**config.mk**
```make
export PLATFORM = sky130hd
export DESIGN_NAME = pwm_wave_gen
export DESIGN_NICKNAME = d
export VERILOG_FILES = /design/src/rtl/pwm_pkg.sv /design/src/rtl/pwm_deadtime.sv /design/src/rtl/pwm_wave_gen.sv
export SDC_FILE = /design/constraint.sdc
export NUM_CORES = 1
export LEC_CHECK = 0
export ABC_AREA = 1
export CORE_ASPECT_RATIO = 0.9
export CORE_MARGIN = 2
export CORE_UTILIZATION = 55
export DETAILED_ROUTE_END_ITERATION = 10
export PLACE_DENSITY = 0.89
export SLEW_MARGIN = 0
export SYNTH_ARGS = -nofsm -noshare
export SYNTH_HDL_FRONTEND = slang
export SYNTH_SLANG_ARGS = --single-unit
```
**constraint.sdc**
```tcl
create_clock -name clock -period 4.7 [get_ports clock]
set_clock_uncertainty 0.2 [all_clocks]
set_input_delay 0.705 -clock clock [delete_from_list [all_inputs] [get_ports clock]]
set_output_delay 0.705 -clock clock [all_outputs]
set_load 0.02 [all_outputs]
```
**src/rtl/pwm_pkg.sv**
```systemverilog
// Shared types and default widths for the PWM waveform stage.
// The dead-time FSM states are only used when PWM_DEADTIME_EN is defined.
package pwm_pkg;

  localparam int PWM_N          = 16;
  localparam int PWM_PRESCALE_W = 8;
  localparam int PWM_DT_W       = 8;

  typedef enum logic [2:0] {
    DT_OFF,
    DT_RISE,
    DT_ON,
    DT_FALL,
    DT_OFF_L
  } dt_state_t;

endpackage

```
**src/rtl/pwm_deadtime.sv**
```systemverilog
// Output stage for the complementary pin pair: dead-time FSM when PWM_DEADTIME_EN
// is defined, otherwise a registered pass-through with pwm_l as the complement.
module pwm_deadtime
  import pwm_pkg::*;
#(
  parameter int DT_W = PWM_DT_W
) (
  input  logic            clock,
  input  logic            reset,
  input  logic            enable,
  input  logic            raw,
  input  logic [DT_W-1:0] dt_in,
  output logic            pwm_h,
  output logic            pwm_l
);

`ifdef PWM_DEADTIME_EN

  dt_state_t       state, state_n;
  logic [DT_W-1:0] dt_cnt, dt_cnt_n;

  always_ff @(posedge clock) begin
    if (reset) begin
      state  <= DT_OFF;
      dt_cnt <= '0;
    end else begin
      state  <= state_n;
      dt_cnt <= dt_cnt_n;
    end
  end

  // A zero dead-time skips the gap states so the waveform matches the plain build.
  always_comb begin
    state_n  = state;
    dt_cnt_n = dt_cnt;
    if (!enable) begin
      state_n = DT_OFF;
    end else begin
      case (state)
        DT_OFF, DT_OFF_L: begin
          if (raw) begin
            if (dt_in == '0) state_n = DT_ON;
            else begin
              state_n  = DT_RISE;
              dt_cnt_n = dt_in - DT_W'(1);
            end
          end else if (state == DT_OFF) begin
            if (dt_in == '0) state_n = DT_OFF_L;
            else begin
              state_n  = DT_FALL;
              dt_cnt_n = dt_in - DT_W'(1);
            end
          end
        end
        DT_RISE: begin
          if (!raw)                state_n = DT_OFF;
          else if (dt_cnt == '0)   state_n = DT_ON;
          else                     dt_cnt_n = dt_cnt - DT_W'(1);
        end
        DT_ON: begin
          if (!raw) begin
            if (dt_in == '0) state_n = DT_OFF_L;
            else begin
              state_n  = DT_FALL;
              dt_cnt_n = dt_in - DT_W'(1);
            end
          end
        end
        DT_FALL: begin
          if (raw) begin
            if (dt_in == '0) state_n = DT_ON;
            else begin
              state_n  = DT_RISE;
              dt_cnt_n = dt_in - DT_W'(1);
            end
          end else if (dt_cnt == '0) begin
            state_n = DT_OFF_L;
          end else begin
            dt_cnt_n = dt_cnt - DT_W'(1);
          end
        end
        default: state_n = DT_OFF;
      endcase
    end
  end

  assign pwm_h = (state == DT_ON);
  assign pwm_l = (state == DT_OFF_L);

`else

  logic unused_dt;
  assign unused_dt = ^dt_in;

  always_ff @(posedge clock) begin
    if (reset) begin
      pwm_h <= 1'b0;
      pwm_l <= 1'b0;
    end else begin
      pwm_h <= raw;
      pwm_l <= enable & ~raw;
    end
  end

`endif

endmodule

```
**src/rtl/pwm_wave_gen.sv**
```systemverilog
// PWM waveform stage: double-buffered period/duty/prescale, prescaled period counter,
// compare and end-of-period tick. Define PWM_DEADTIME_EN for dead-time insertion.
module pwm_wave_gen
  import pwm_pkg::*;
#(
  parameter int N          = PWM_N,
  parameter int PRESCALE_W = PWM_PRESCALE_W,
  parameter int DT_W       = PWM_DT_W
) (
  input  logic                  clock,
  input  logic                  reset,
  input  logic                  enable,
  input  logic                  load,
  input  logic [N-1:0]          period_in,
  input  logic [N-1:0]          duty_in,
  input  logic [PRESCALE_W-1:0] prescale_in,
  input  logic [DT_W-1:0]       dt_in,
  output logic                  pwm_h,
  output logic                  pwm_l,
  output logic                  period_tick,
  output logic                  update_pending,
  output logic [N-1:0]          count
);

  logic [N-1:0]          period_act, duty_act, period_sh, duty_sh;
  logic [PRESCALE_W-1:0] prescale_act, prescale_sh, pre_cnt;
  logic                  tick, boundary, raw;

  always_comb begin
    tick     = (pre_cnt == prescale_act);
    boundary = tick && (count == period_act);
    raw      = enable && (count < duty_act);
  end

  // A load landing on the boundary bypasses the shadow and discards its old contents.
  always_ff @(posedge clock) begin
    if (reset) begin
      period_act     <= '0;
      duty_act       <= '0;
      prescale_act   <= '0;
      period_sh      <= '0;
      duty_sh        <= '0;
      prescale_sh    <= '0;
      pre_cnt        <= '0;
      count          <= '0;
      period_tick    <= 1'b0;
      update_pending <= 1'b0;
    end else if (!enable) begin
      pre_cnt        <= '0;
      count          <= '0;
      period_tick    <= 1'b0;
      update_pending <= 1'b0;
      if (load) begin
        period_act   <= period_in;
        duty_act     <= duty_in;
        prescale_act <= prescale_in;
      end
    end else begin
      period_tick <= boundary;
      if (tick) begin
        pre_cnt <= '0;
        count   <= boundary ? '0 : count + N'(1);
      end else begin
        pre_cnt <= pre_cnt + PRESCALE_W'(1);
      end
      if (load && boundary) begin
        period_act     <= period_in;
        duty_act       <= duty_in;
        prescale_act   <= prescale_in;
        update_pending <= 1'b0;
      end else if (load) begin
        period_sh      <= period_in;
        duty_sh        <= duty_in;
        prescale_sh    <= prescale_in;
        update_pending <= 1'b1;
      end else if (boundary && update_pending) begin
        period_act     <= period_sh;
        duty_act       <= duty_sh;
        prescale_act   <= prescale_sh;
        update_pending <= 1'b0;
      end
    end
  end

  pwm_deadtime #(.DT_W(DT_W)) u_deadtime (
    .clock  (clock),
    .reset  (reset),
    .enable (enable),
    .raw    (raw),
    .dt_in  (dt_in),
    .pwm_h  (pwm_h),
    .pwm_l  (pwm_l)
  );

endmodule

```
==> reports/qor.txt <==
Number of global-route vias before repair - 5171
Hold Vio Cnt, Final - 0
Die Height - 103 µm
Core outline area - 0.0104 mm²
Place WS - 1570 ps
Fmax - 319 MHz
Syn Area/Cell - 6.19 µm²
Maximum vdd drop - 168 µV
PortBufs - 63
Commonest non-fill, non-tap cell in the layout - nand2_1
First-pass GRT wire length - 23500 µm
Leak Pwr - 0.00330 µW
Hold Crit Class - reg2reg
Buf/Inv on CP - 3
Max-slew violation count - 0
Slew margin rel. - 34.7%
MaxCap Viol Count - 0
Setup violators final - 0
Final Wtd Congestion - 0.921
R2R Setup Slk - 1570 ps
Setup slack after layout - 1570 ps
Post-CTS setup buffer count - 0
Via density - 5.13
Antenna violations before repair - 0
Setup TNS - 0 ps
Synth Register Bits - 108
Top delay family on crit path - simple AND/OR/NAND/NOR gates
Diodes inserted - 0
Post-synth top area cell - dfxtp_1
DRC Markers - 0
Mapped Cells - 960
# clock sinks - 108
Top cell type's share of synthesized area - 36.4%
Max incr delay on CP - 550 ps
Routed Antenna Nets - 0
Crit end category - flip-flop
Distinct cells, synth - 26
Critical path type - reg2reg
DR pass1 iterations - 7
Global route overflow - 0
Area Growth Syn to Fin - 16.9%
RR Startpoint - pre_cnt[0]
TritonCTS clock tree - yes
Most Frequent Cell on Critical Path - nand2_1
Post-Syn Nets - 1029
Maximum clock path buffer count - 2
Most frequent cells in the layout - nand2_1 (241), nor2_1 (197), inv_1 (149), dfxtp_1 (108), clkdlybuf4s50_1 (62)
Post-DP HPWL - 9450 µm
Status - complete, no violations
Ports - 72
Die Footprint - 0.0116 mm²
Synth Cell Area - 0.00594 mm²
Post-layout util - 66.9%
Clock latency on the worst-skew pair - 350 ps
Hold path startpoint - pre_cnt[0]
Power Density - 318 mW/mm²
PostCTS Resize Cnt - 0
TritonCTS Buffers - 9
Synth Warn # - 0
Total Wirelength - 14100 µm
DIE WIDTH - 114 µm
Worst-Margin Slew - 978 ps
Gr usage total - 25.1%
Nets - 1065
Num rows - 35
Largest cells by area after synthesis - dfxtp_1 (36%), nand2_1 (15%), nor2_1 (12%), inv_1 (9.4%), o211ai_1 (5.1%)
WP data required - 4790 ps
Routed length per instance - 12.5 µm
Min cycle time layout - 3130 ps
Tcrit/Tclk final - 66.6%
RSZ-0062 raised after global routing - false
Startpoint Class - flip-flop
Starting Density - 57.2%
Hold-fix buffers, CTS - 0
Crit path max fanout - 41
Sequential cell area fraction in the yosys report - 36.4%
Clk slew on worst S/H paths - 70 ps
Root Buffer - clkbuf_16
Critical Path AT - 3220 ps
Layout cells sized above 1 - 4.30%
Htree depth - 3
Crit-path cells - inv_1 > nand2_1 > nand2_1 > a21oi_1 > nand2_1 > nor2_1 > nand3_2 > nand2_2 > buf_4 > nand2_1 > buf_4 > nand2_1 > nand2_1 > nor2_1
Vias - 5793
Crit path from - pre_cnt[0]
Slowest cell on crit path - nor2_1
Pin count of the biggest net entering global routing - 81
DRT iter0 DRCs - 314
-- per-layer routing --
| layer | up-vias | global-route usage, % | wire, µm |
|---|---|---|---|
| li1 | 3023 | - | - |
| met4 | 0 | 8.82 | 179 |
| met2 | 153 | 43.4 | 6870 |
| met1 | 2597 | 31.5 | 6330 |
| met3 | 20 | 5.00 | 713 |
| met5 | - | 0 | 0 |
-- stage by stage --
step / std cells / hold slack [ps] / cell area, µm² / total power (µW)
floorplan: 960 / 230 / 5940 / 1280
global placement: 1114 / 246 / 6610 / 1370
detailed placement: 1114 / 262 / 6610 / 1380
CTS: 1130 / 280 / 6950 / 2210
global route: 1130 / 303 / 6950 / 2300
finish: 1130 / 274 / 6950 / 2210
-- Yosys cell counts --
library cell and n:
nor3_1 8, ha_1 17, xor2_1 6, dfxtp_1 108, o21ai_0 6, buf_1 8, o21ai_1 1, buf_2 15
nand3_1 50, inv_1 149, a31oi_1 1, buf_6 1, nand4_1 8, nand2_1 241, nand2_2 2, clkbuf_1 23
nor3b_1 4, o221a_2 1, o211ai_1 40, a21oi_1 55, o21a_1 2, a21boi_0 1, nor4_1 3, nor2_1 197
nand3_2 1, inv_2 12
-- flip-flops by register name, indices dropped and copies added (netlist names), 8 cells and up --
name and cells:
count 16, duty_act 16, duty_sh 16, period_act 16, period_sh 16, pre_cnt 8, prescale_act 8, prescale_sh 8
-- cell families (layout without fill, tap and decap cells) --
| kind of cell | after synthesis | after routing | share of synthesized area (%) |
|---|---|---|---|
| buffers and inverters | 208 | 249 | 13.6 |
| AOI/OAI and AO/OA | 107 | 107 | 11.0 |
| adders and majority gates | 17 | 17 | 3.58 |
| and+or+nand+nor | 514 | 514 | 34.6 |
| DFF | 108 | 108 | 36.4 |
| xor gates and xnor gates | 6 | 6 | 0.885 |
-- worst paths after layout --
| path | to | cells past startpoint |
|---|---|---|
| worst max-delay path | duty_act[1] | 14 |
| worst min-delay path | pre_cnt[0] | 1 |
| worst max register to register | duty_act[1] | 14 |
| worst min register to register | pre_cnt[0] | 1 |
-- final cells by class --
type / count / area, µm²
flip-flops and latches: 108 / 2160
repair buffers: 72 / 706
multi-input cells: 644 / 2980
well taps: 129 / 161
clock inverters: 7 / 108
inverters: 161 / 604
clock buffers: 9 / 225
fillers: 890 / 3430
-- report_power, final --
group	total (µW)	switching [µW]	internal (µW)	leakage, µW
clock network	843	366	478	0.000160
registers	998	26.7	972	0.000887
logic	367	226	141	0.00225
total	2210	618	1590	0.00330
No activity file was read; power rests on OpenSTA's default activity.
